--- config.mk ---
export PLATFORM = sky130hd
export DESIGN_NAME = axi_slave_arbiter
export DESIGN_NICKNAME = d
export VERILOG_FILES = /design/src/rtl/axi_slave_arbiter.sv
export SDC_FILE = /design/constraint.sdc
export NUM_CORES = 1
export LEC_CHECK = 0
export BUFFER_PORTS_ARGS = -buffer_cell sky130_fd_sc_hd__buf_2
export CORE_ASPECT_RATIO = 1.2
export CORE_MARGIN = 2
export CORE_UTILIZATION = 35
export CTS_BUF_LIST = sky130_fd_sc_hd__clkbuf_16
export CTS_CLUSTER_SIZE = 14
export DETAILED_ROUTE_END_ITERATION = 10
export SLEW_MARGIN = 20
export SYNTH_ARGS = -nofsm -noshare
export SYNTH_HDL_FRONTEND = slang
export SYNTH_SLANG_ARGS = --single-unit
--- constraint.sdc ---
create_clock -name aclk -period 2.64 [get_ports aclk]
set_input_delay 0.396 -clock aclk [delete_from_list [all_inputs] [get_ports aclk]]
set_output_delay 0.396 -clock aclk [all_outputs]
set_load 0.005 [all_outputs]
--- src/rtl/axi_slave_arbiter.sv ---
// Round-robin scheduler that serialises AR and AW requests from several masters
// onto one single-ported AXI slave, with a stall watchdog on the data/response phases.
module axi_slave_arbiter #(
    parameter int NUM_MST = 2,
    parameter int TIMEOUT = 256,
    localparam int NREQ   = 2 * NUM_MST,
    localparam int GW     = (NREQ > 2) ? $clog2(NREQ) : 1
) (
    input  logic               aclk,
    input  logic               areset_n,
    input  logic [NUM_MST-1:0] arvalid_m,
    input  logic [NUM_MST-1:0] awvalid_m,
    input  logic               arvalid_s,
    input  logic               arready_s,
    input  logic               rvalid_s,
    input  logic               rready_s,
    input  logic               rlast_s,
    input  logic               awvalid_s,
    input  logic               awready_s,
    input  logic               wvalid_s,
    input  logic               wready_s,
    input  logic               wlast_s,
    input  logic               bvalid_s,
    input  logic               bready_s,
    output logic [NUM_MST-1:0] ar_gnt,
    output logic [NUM_MST-1:0] aw_gnt,
    output logic [GW-1:0]      gnt_idx,
    output logic               busy,
    output logic               timeout_err
);

    localparam int             WDW       = (TIMEOUT > 0) ? $clog2(TIMEOUT + 1) : 1;
    localparam logic [WDW-1:0] WD_LIMIT  = (TIMEOUT > 0) ? WDW'(TIMEOUT - 1) : '0;
    localparam logic [GW:0]    NREQ_W    = (GW + 1)'(NREQ);
    localparam logic [GW-1:0]  NUM_MST_W = GW'(NUM_MST);

    typedef enum logic [1:0] {
        S_IDLE,
        S_ADDR,
        S_DATA,
        S_RESP
    } state_t;

    state_t         state_reg, state_next;
    logic [GW-1:0]  gnt_idx_reg, gnt_idx_next;
    logic [GW-1:0]  last_ptr_reg, last_ptr_next;
    logic [WDW-1:0] wd_cnt_reg, wd_cnt_next;
    logic           timeout_err_reg, timeout_err_next;

    logic [NREQ-1:0] req;
    logic [GW:0]     cand_sum [NREQ];
    logic [GW-1:0]   cand_idx [NREQ];
    logic [NREQ-1:0] cand_hit;
    logic [GW-1:0]   pick_idx;

    logic is_read;
    logic ar_hs, aw_hs, r_hs, w_hs, b_hs;
    logic beat;
    logic rd_hold, wr_hold;

    assign req = {awvalid_m, arvalid_m};

    // Candidate gi is the requester gi+1 places after the last winner, wrapping at NREQ.
    generate
        for (genvar gi = 0; gi < NREQ; gi++) begin : g_cand
            assign cand_sum[gi] = {1'b0, last_ptr_reg} + (GW + 1)'(gi + 1);
            assign cand_idx[gi] = (cand_sum[gi] >= NREQ_W) ? GW'(cand_sum[gi] - NREQ_W)
                                                           : cand_sum[gi][GW-1:0];
            assign cand_hit[gi] = req[cand_idx[gi]];
        end
    endgenerate

    always_comb begin
        pick_idx = '0;
        for (int k = NREQ - 1; k >= 0; k--) begin
            if (cand_hit[k]) begin
                pick_idx = cand_idx[k];
            end
        end
    end

    assign is_read = (gnt_idx_reg < NUM_MST_W);
    assign ar_hs   = arvalid_s & arready_s;
    assign aw_hs   = awvalid_s & awready_s;
    assign r_hs    = rvalid_s & rready_s;
    assign w_hs    = wvalid_s & wready_s;
    assign b_hs    = bvalid_s & bready_s;

    // Only beats belonging to the current phase keep the watchdog alive.
    assign beat = ((state_reg == S_DATA) && (is_read ? r_hs : w_hs)) ||
                  ((state_reg == S_RESP) && b_hs);

    always_comb begin
        state_next       = state_reg;
        gnt_idx_next     = gnt_idx_reg;
        last_ptr_next    = last_ptr_reg;
        wd_cnt_next      = wd_cnt_reg;
        timeout_err_next = 1'b0;

        case (state_reg)
            S_IDLE: begin
                if (|req) begin
                    gnt_idx_next = pick_idx;
                    state_next   = S_ADDR;
                end
            end
            S_ADDR: begin
                if (is_read ? ar_hs : aw_hs) begin
                    state_next    = S_DATA;
                    last_ptr_next = gnt_idx_reg;
                    wd_cnt_next   = '0;
                end
            end
            S_DATA, S_RESP: begin
                if (beat) begin
                    wd_cnt_next = '0;
                end else if (wd_cnt_reg != '1) begin
                    wd_cnt_next = wd_cnt_reg + 1'b1;
                end

                if ((TIMEOUT > 0) && !beat && (wd_cnt_reg == WD_LIMIT)) begin
                    state_next       = S_IDLE;
                    timeout_err_next = 1'b1;
                end else if (state_reg == S_DATA) begin
                    if (is_read && r_hs && rlast_s) begin
                        state_next = S_IDLE;
                    end else if (!is_read && w_hs && wlast_s) begin
                        state_next = S_RESP;
                    end
                end else if (b_hs) begin
                    state_next = S_IDLE;
                end
            end
            default: state_next = S_IDLE;
        endcase
    end

    always_ff @(posedge aclk or negedge areset_n) begin
        if (!areset_n) begin
            state_reg       <= S_IDLE;
            gnt_idx_reg     <= '0;
            last_ptr_reg    <= GW'(NREQ - 1);
            wd_cnt_reg      <= '0;
            timeout_err_reg <= 1'b0;
        end else begin
            state_reg       <= state_next;
            gnt_idx_reg     <= gnt_idx_next;
            last_ptr_reg    <= last_ptr_next;
            wd_cnt_reg      <= wd_cnt_next;
            timeout_err_reg <= timeout_err_next;
        end
    end

    // Grants decode from registered state, so async reset removes them at once.
    assign rd_hold = is_read && ((state_reg == S_ADDR) || (state_reg == S_DATA));
    assign wr_hold = !is_read && (state_reg != S_IDLE);

    generate
        for (genvar gi = 0; gi < NUM_MST; gi++) begin : g_gnt
            assign ar_gnt[gi] = rd_hold && (gnt_idx_reg == GW'(gi));
            assign aw_gnt[gi] = wr_hold && (gnt_idx_reg == GW'(gi + NUM_MST));
        end
    endgenerate

    assign gnt_idx     = gnt_idx_reg;
    assign busy        = (state_reg != S_IDLE);
    assign timeout_err = timeout_err_reg;

endmodule

### Word-level counts from Yosys, hierarchy flattened

Cells that the tools add are included.

| word-level totals | value |
|---|---|
| word-level logic and storage cells | 100 |
| bits of input ports | 18 |
| output and inout port bits | 8 |
| register bits | 16 |

| cells by class | value |
|---|---|
| mux-type cells | 32 |
| reduce and logical (&&, ||, !) cells | 27 |
| add/sub/neg operators | 9 |
| bitwise operators | 5 |
| magnitude comparators | 9 |
| equality and inequality tests | 13 |

Operators by type and width:

| operator | count |
|---|---|
| $mux 2 | 15 |
| $mux 9 | 3 |
| $pmux 9 s2 | 1 |
| $logic_and 1x1->1 | 13 |
| $ge 3x3->1 const B | 4 |
| $lt 2x3->1 const B | 4 |
| $add 9x1->9 const B | 1 |
| $eq 9x8->1 const B | 1 |
| $ne 9x9->1 const B | 1 |
| $bmux 1 s2 | 4 |
| $eq 2x2->1 const B | 4 |
| $mux 1 | 8 |
| $sub 2x1->2 const B | 4 |
| $add 2x2->3 const B | 2 |
| $pmux 2 s3 | 1 |
| $and 1x1->1 | 5 |
| $ne 5x5->1 const B | 1 |
| $eq 2x1->1 const B | 2 |
| $logic_not 2->1 | 2 |
| $ne 2x2->1 const B | 2 |
| $ne 4x4->1 const B | 1 |
| $reduce_and 2->1 | 2 |
| $reduce_and 4->1 | 1 |
| $reduce_bool 2->1 | 2 |
| 9 further kinds | 11 |

### Longest topological paths before layout

Gate-level depths: netlist of run 1.

| depth | value |
|---|---|
| depth in word-level cells | 9 |
| mapped depth | 10 |
| depth with buffers taken out | 9 |

### Least setup slack after synthesis of run 1

No wires, ideal clock.

| timing path | value |
|---|---|
| path kind | reg2reg |
| start | register wd_cnt_reg[0] |
| end | register wd_cnt_reg[3] |
| path buffers | 1 |
| required time | 2.572 ns |
| data arrival time | 2.142 ns |
| slack | 0.430 ns |
| cell stages (with the launch flop) | 11 |
| period minus slack after synthesis | 2.210 ns |
| library setup time | 0.068 ns |
| path through | dfrtp_1 -> ha_1 -> nand3_1 -> nor2_1 -> and3_1 -> ha_1 -> and2_1 -> a41oi_2 -> and2_0 -> clkbuf_1 -> a32o_1 |

| on the way | value |
|---|---|
| cells in the longest elaborated chain, start to end | 4 |
| elaborated cells on any way between the ends | 7 |
| classes of those cells | add/sub: 1; eq/ne: 2; mux: 3; reduce/logical: 1 |

Ends and longest elaborated chain:

| item | RTL line | RTL |
|---|---|---|
| start, declared | 47 | `logic [WDW-1:0] wd_cnt_reg, wd_cnt_next;` |
| start signal, assigned | 149 | `wd_cnt_reg <= wd_cnt_next;` |
| $add 9x1->9 | 118 | `wd_cnt_next = wd_cnt_reg + 1'b1;` |
| $mux 9 | 117 | `end else if (wd_cnt_reg != '1) begin` |
| $mux 9 | 115 | `if (beat) begin` |
| $pmux 9 s2 | 100 | `case (state_reg)` |

Parallel ways exist; a longest one is shown, timed or not. The select of a mux whose other input is x is not followed.
A chain may end at the register's enable or synchronous reset.

### Worst setup path after layout of run 1

| timing path | value |
|---|---|
| start | register wd_cnt_reg[0] |
| end | register wd_cnt_reg[6] |

The elaborated chain is that of the path after synthesis.

==> out/summary.txt, run 1 <==
post-synth top area cell = dfrtp_1
Post-DRT Antenna Nets = 0
Metal-1 WL = 1140 um
met3 wire len = 124 um
antenna diode count = 0
HPWL after DPL = 2130 um
FF+latch count, synth = 16
pwr/cell area = 949 nW/um2
sw frac = 0.393
largest cells by area after synthesis = dfrtp_1 (29%), ha_1 (7.2%), dfstp_2 (4.3%)
DRC viols = 0
R2R Path Start = wd_cnt_reg[0]$_DFFE_PN0P_
data required time of the worst path = 2.82 ns
crit path time final = 2.37 ns
Combinational Power Share = 0.498
clock root cell = clkbuf_16
# H-tree levels = 1
drt first pass iters = 4
top_reg_cell synth = dfrtp_1
Final Slew Violations = 0
fmax = 423 MHz
Worst-Margin Slew = 0.446 ns
Seq pwr share = 0.291
Final Hold Fails = 0
post-synthesis net count = 155
Resized Gates After CTS = 0
filler cell count = 339
Mean Syn Cell Area = 9.36 um2
WL met2 = 1380 um
synthesized area = 1220 um2
RD Place Congestion = 0.794
share of Yosys cell area claimed by the top area cell type = 0.288
commonest non-fill, non-tap cell in the layout = buf_2
Final #Nets = 183
CTS tree = built
Initial DRC Count = 24
row cnt = 23
Initial Util = 0.364
leak pwr = 0.000653 uW
RSZ-0062 raised after global routing = false
sequential share of the synthesized area = 0.331
Post-Syn Instances = 130
final worst-path cycle share = 0.896
Worst setup SP type = flip-flop
CTS clk-pin slew, worst paths = 0.05 ns
Final Setup Violations = 0
Worst setup EP type = flip-flop
postcts setup bufs = 0
first-pass GRT wire length = 4660 um
max FFs per register = 9
number of global-route vias before repair = 1087
Reg-to-Reg End = wd_cnt_reg[6]$_DFFE_PN0P_
Die Ht = 68.6 um
Area Growth Syn to Fin = 19.9%
# hold bufs at CTS = 0
EDFF count, synth = 0
CP Data Arrival Time = 2.54 ns
status = complete, no violations
Async S/R FF share, synth = 1.00
peak supply drop = 669 uV
Vias per Instance = 5.52
clock latency on the worst-skew pair = 0.24 ns
Max-Cap Viols = 0
Worst Path Class, Setup = flip-flop to flip-flop
total wire length = 2650 um
CP startpoint = wd_cnt_reg[0]$_DFFE_PN0P_
Avg WL per Cell = 13.7 um
Highest Signal Layer = met4
Internal Power = 840 uW
setup tns final = 0 ns
warnings from Yosys = 0
CTS sink cnt = 16
detailed-route via count = 1071
Yosys cell types = 48
sw power = 544 uW
aggregate global routing overflow = 0
clock skew = 0.00253 ns
Clock power frac = 0.211
Hold Crit Class = primary input to async pin
reg2reg setup slack = 0.27 ns
relative slew slack = 0.702
initial antenna violation count = 0
R2R cell count = 9
port buffer count = 25
TritonCTS Buffers = 3
die width = 57.8 um
fraction of final layout cells sized beyond drive strength 1 = 0.280
CP max FO = 7
maximum number of pins on one net before global-route repair = 17
gr usage total = 0.154
commonest non-fill, non-tap cells in the layout = buf_2 (25), dfrtp_1 (14), nor2_1 (10)
utilization after layout = 0.437
Placeable Area = 3340 um2
io pins = 26
Max Buffers Root-to-Sink = 2
Die ar. = 3960 um2
-- kinds of logic (layout without fill, tap and decap cells) --
kind of cell,count (synthesis),in the layout,share of synthesized area
fa+ha+maj,7,7,0.0720
mux,3,3,0.0257
buf+inv,13,40,0.0473
flops,16,16,0.331
compound gates,30,30,0.197
simple gates,61,61,0.327
-- worst max-delay path by stage --
stage | end | slack [ns]
after floorplan | wd_cnt_reg[3]$_DFFE_PN0P_ | 0.43
after detailed placement | wd_cnt_reg[6]$_DFFE_PN0P_ | 0.28
final | wd_cnt_reg[6]$_DFFE_PN0P_ | 0.27
after global placement | wd_cnt_reg[6]$_DFFE_PN0P_ | 0.38
after global routing | wd_cnt_reg[5]$_DFFE_PN0P_ | 0.08
after CTS | wd_cnt_reg[6]$_DFFE_PN0P_ | 0.26
-- power by group through the flow --
stage | clock, uW | sequential, uW | combinational, uW
6_report | 292 | 403 | 689
5_1_grt | 313 | 421 | 783
4_1_cts | 304 | 404 | 698
3_5_place_dp | 0 | 407 | 694
3_3_place_gp | 0 | 401 | 684
2_1_floorplan | 0 | 364 | 539
-- cell usage after synthesis (2+ instances only) --
cell / count
dfstp_2: 2
nand3_1: 7
nand2_1: 9
and2_1: 2
nor3b_1: 2
ha_1: 7
nand4b_1: 3
nor2_1: 10
o211ai_1: 6
a32o_1: 3
and3_1: 3
nor3_1: 2
nand2b_1: 4
a31oi_1: 2
inv_1: 9
o21ai_0: 4
a21oi_1: 3
nand4_1: 4
mux2i_1: 2
clkbuf_1: 2
dfrtp_1: 14
nand3_2: 2
o2bb2ai_1: 3
-- critical path, stage by stage, from the launching register on --
cell and delay [ns]:
dfrtp_1 0.40, ha_1 0.25, nand3_1 0.12, nor2_1 0.09
and3_1 0.21, ha_1 0.18, and2_1 0.14, a41oi_2 0.31
and2_0 0.38, a32o_1 0.23
-- metal layers --
layer  track usage  vias up
li1              -      548
met1         0.169      499
met2         0.293       22
met3        0.0466        2
met4        0.0291        0
met5             0        -
-- area by class of cell --
| type | instances | area, um2 | share of cell area |
|---|---|---|---|
| Inverter | 9 | 33.8 | 0.0232 |
| Clock buffer | 3 | 75.1 | 0.0515 |
| Sequential cell | 16 | 403 | 0.276 |
| Timing Repair Buffer | 27 | 140 | 0.0961 |
| Multi-Input combinational cell | 101 | 756 | 0.518 |
| Tap cell | 37 | 46.3 | 0.0318 |
| Clock inverter | 1 | 3.75 | 0.00258 |
-- stage by stage --
step	area, um2	cells	hold slack, ns	setup slack, ns	power [uW]
2_1_floorplan	1220	130	0.100	0.430	902
3_3_place_gp	1380	190	0.339	0.377	1090
3_5_place_dp	1380	190	0.335	0.281	1100
4_1_cts	1460	194	0.0688	0.261	1410
5_1_grt	1460	194	0.0803	0.0810	1520
6_report	1460	194	0.0624	0.274	1380
Power figures use the tool's default switching activity.
==> run 2: changes to the inputs <==
--- a/config.mk
+++ b/config.mk
@@ -12,6 +12,7 @@
 export CTS_BUF_LIST = sky130_fd_sc_hd__clkbuf_16
 export CTS_CLUSTER_SIZE = 14
 export DETAILED_ROUTE_END_ITERATION = 10
+export MAX_ROUTING_LAYER = met4
 export SLEW_MARGIN = 20
 export SYNTH_ARGS = -nofsm -noshare
 export SYNTH_HDL_FRONTEND = slang
==> run 2 against run 1 <==
Final cell count unchanged. Highest routed layer unchanged. Hold slack is essentially flat. Sequential share of layout area stayed put. Power about the same. First-iteration DRC count grew 13%. Combinational power hardly changed. Sequential power about the same. Maximum frequency rose by 0.11%. Critical path depth did not move.
==> out/summary.txt, run 2 (synthesized netlist as in run 1, its figures left out) <==
# H-tree levels = 1
postcts setup bufs = 0
final worst slack = 0.277 ns
Avg WL per Cell = 13.7 um
initial antenna violation count = 0
Worst setup EP type = flip-flop
Combinational Power Share = 0.498
CTS tree = built
Final Slew Violations = 0
Slowest-stage cell, CP = dfrtp_1
crit-path most repeated cell = ha_1
RD Place Congestion = 0.805
Initial DRC Count = 27
Max Buffers Root-to-Sink = 2
aggregate global routing overflow = 0
fmax = 423 MHz
CP peak stage delay = 0.40 ns
Die Ht = 68.6 um
Worst-Margin Slew = 0.447 ns
number of global-route vias before repair = 1083
detailed-route via count = 1077
total wire length = 2650 um
drt first pass iters = 4
pwr/cell area = 949 nW/um2
Final #Nets = 183
die width = 57.8 um
peak supply drop = 669 uV
DRC viols = 0
Max-Cap Viols = 0
antenna diode count = 0
first-pass GRT wire length = 4660 um
sw frac = 0.393
clock latency on the worst-skew pair = 0.24 ns
post-placement cell count = 190
Final Setup Violations = 0
Internal Power = 840 uW
CP Data Arrival Time = 2.54 ns
Vias per Instance = 5.55
Clock power frac = 0.211
leak pwr = 0.000653 uW
max FFs per register = 9
Seq pwr share = 0.291
clock root cell = clkbuf_16
commonest non-fill, non-tap cells in the layout = buf_2 (25), dfrtp_1 (14), nor2_1 (10)
worst path cell trace = ha_1 -> nand3_1 -> nor2_1 -> and3_1 -> ha_1 -> and2_1 -> a41oi_2 -> and2_0 -> a32o_1
data required time of the worst path = 2.82 ns
CTS clk-pin slew, worst paths = 0.05 ns
HPWL after DPL = 2130 um
Area Growth Syn to Fin = 19.9%
io pins = 26
CTS sink cnt = 16
utilization after layout = 0.437
RSZ-0062 raised after global routing = false
relative slew slack = 0.702
Initial Util = 0.364
maximum number of pins on one net before global-route repair = 17
CP max FO = 7
Final Hold Fails = 0
clock skew = 0.00259 ns
TritonCTS Buffers = 3
Placeable Area = 3340 um2
sw power = 543 uW
Pwr Total = 1380 uW
crit path time final = 2.36 ns
# hold bufs at CTS = 0
setup tns final = 0 ns
Die ar. = 3960 um2
Worst Path Class, Setup = flip-flop to flip-flop
status = complete, no violations
Worst setup SP type = flip-flop
Hold Crit Class = primary input to async pin
Resized Gates After CTS = 0
port buffer count = 25
Place WS = 0.281 ns
Post-DRT Antenna Nets = 0
fraction of final layout cells sized beyond drive strength 1 = 0.280
Final Non-Filler Cells = 194
commonest non-fill, non-tap cell in the layout = buf_2
row cnt = 23
gr usage total = 0.158
final worst-path cycle share = 0.895
==> run 2: cell counts in the layout (fill, tap and decap cells not counted) <==
Identical to the previous run, type by type.
==> run 2: per-stage QoR <==
| stage | hold WS (ns) | instance area [um2] |
|---|---|---|
| floorplan | 0.100 | 1220 |
| global placement | 0.339 | 1380 |
| detailed placement | 0.335 | 1380 |
| CTS | 0.0688 | 1460 |
| global route | 0.0803 | 1460 |
| finish | 0.0624 | 1460 |
==> run 2: worst max-delay path, delay by kind of cell, from the launching register on <==
kind | cells | cell delay, ns
fa+ha+maj | 2 | 0.43
flops | 1 | 0.40
simple gates | 5 | 0.93
compound gates | 2 | 0.54
==> run 2: power groups by stage <==
stage,combinational (uW),clock (uW),sequential (uW)
after floorplan,539,0,364
after global placement,684,0,401
after detailed placement,694,0,407
after CTS,698,304,404
after global routing,783,313,421
final,689,292,403
==> run 2: worst paths after layout <==
path,cells after the start,startpoint,slack [ns],endpoint
worst max-delay path,9,wd_cnt_reg[0]$_DFFE_PN0P_,0.28,wd_cnt_reg[6]$_DFFE_PN0P_
worst min-delay path,1,areset_n,0.06,timeout_err$_DFF_PN0_
worst max register to register,9,wd_cnt_reg[0]$_DFFE_PN0P_,0.28,wd_cnt_reg[6]$_DFFE_PN0P_
worst min register to register,1,wd_cnt_reg[7]$_DFFE_PN0P_,0.51,wd_cnt_reg[7]$_DFFE_PN0P_
max in group asynchronous,1,areset_n,2.27,last_ptr_reg[0]$_DFFE_PN1P_
min in group aclk,3,awready_s,0.45,last_ptr_reg[1]$_DFFE_PN1P_
==> run 2: layout make-up <==
| type | instances | area, um2 |
|---|---|---|
| sequential | 16 | 403 |
| tap | 37 | 46.3 |
| clock inverter | 1 | 3.75 |
| inverter | 9 | 33.8 |
| fill | 339 | 1880 |
| timing repair buffer | 27 | 140 |
| multi-input combinational | 101 | 756 |
| clock buffer | 3 | 75.1 |
==> run 2: routing by layer <==
layer / track usage / part of all wire / vias up
li1: - / - / 548
met1: 0.171 / 0.43 / 501
met2: 0.293 / 0.52 / 26
met3: 0.0429 / 0.047 / 2
met4: 0.0291 / 0.0030 / 0
met5: - / 0 / -
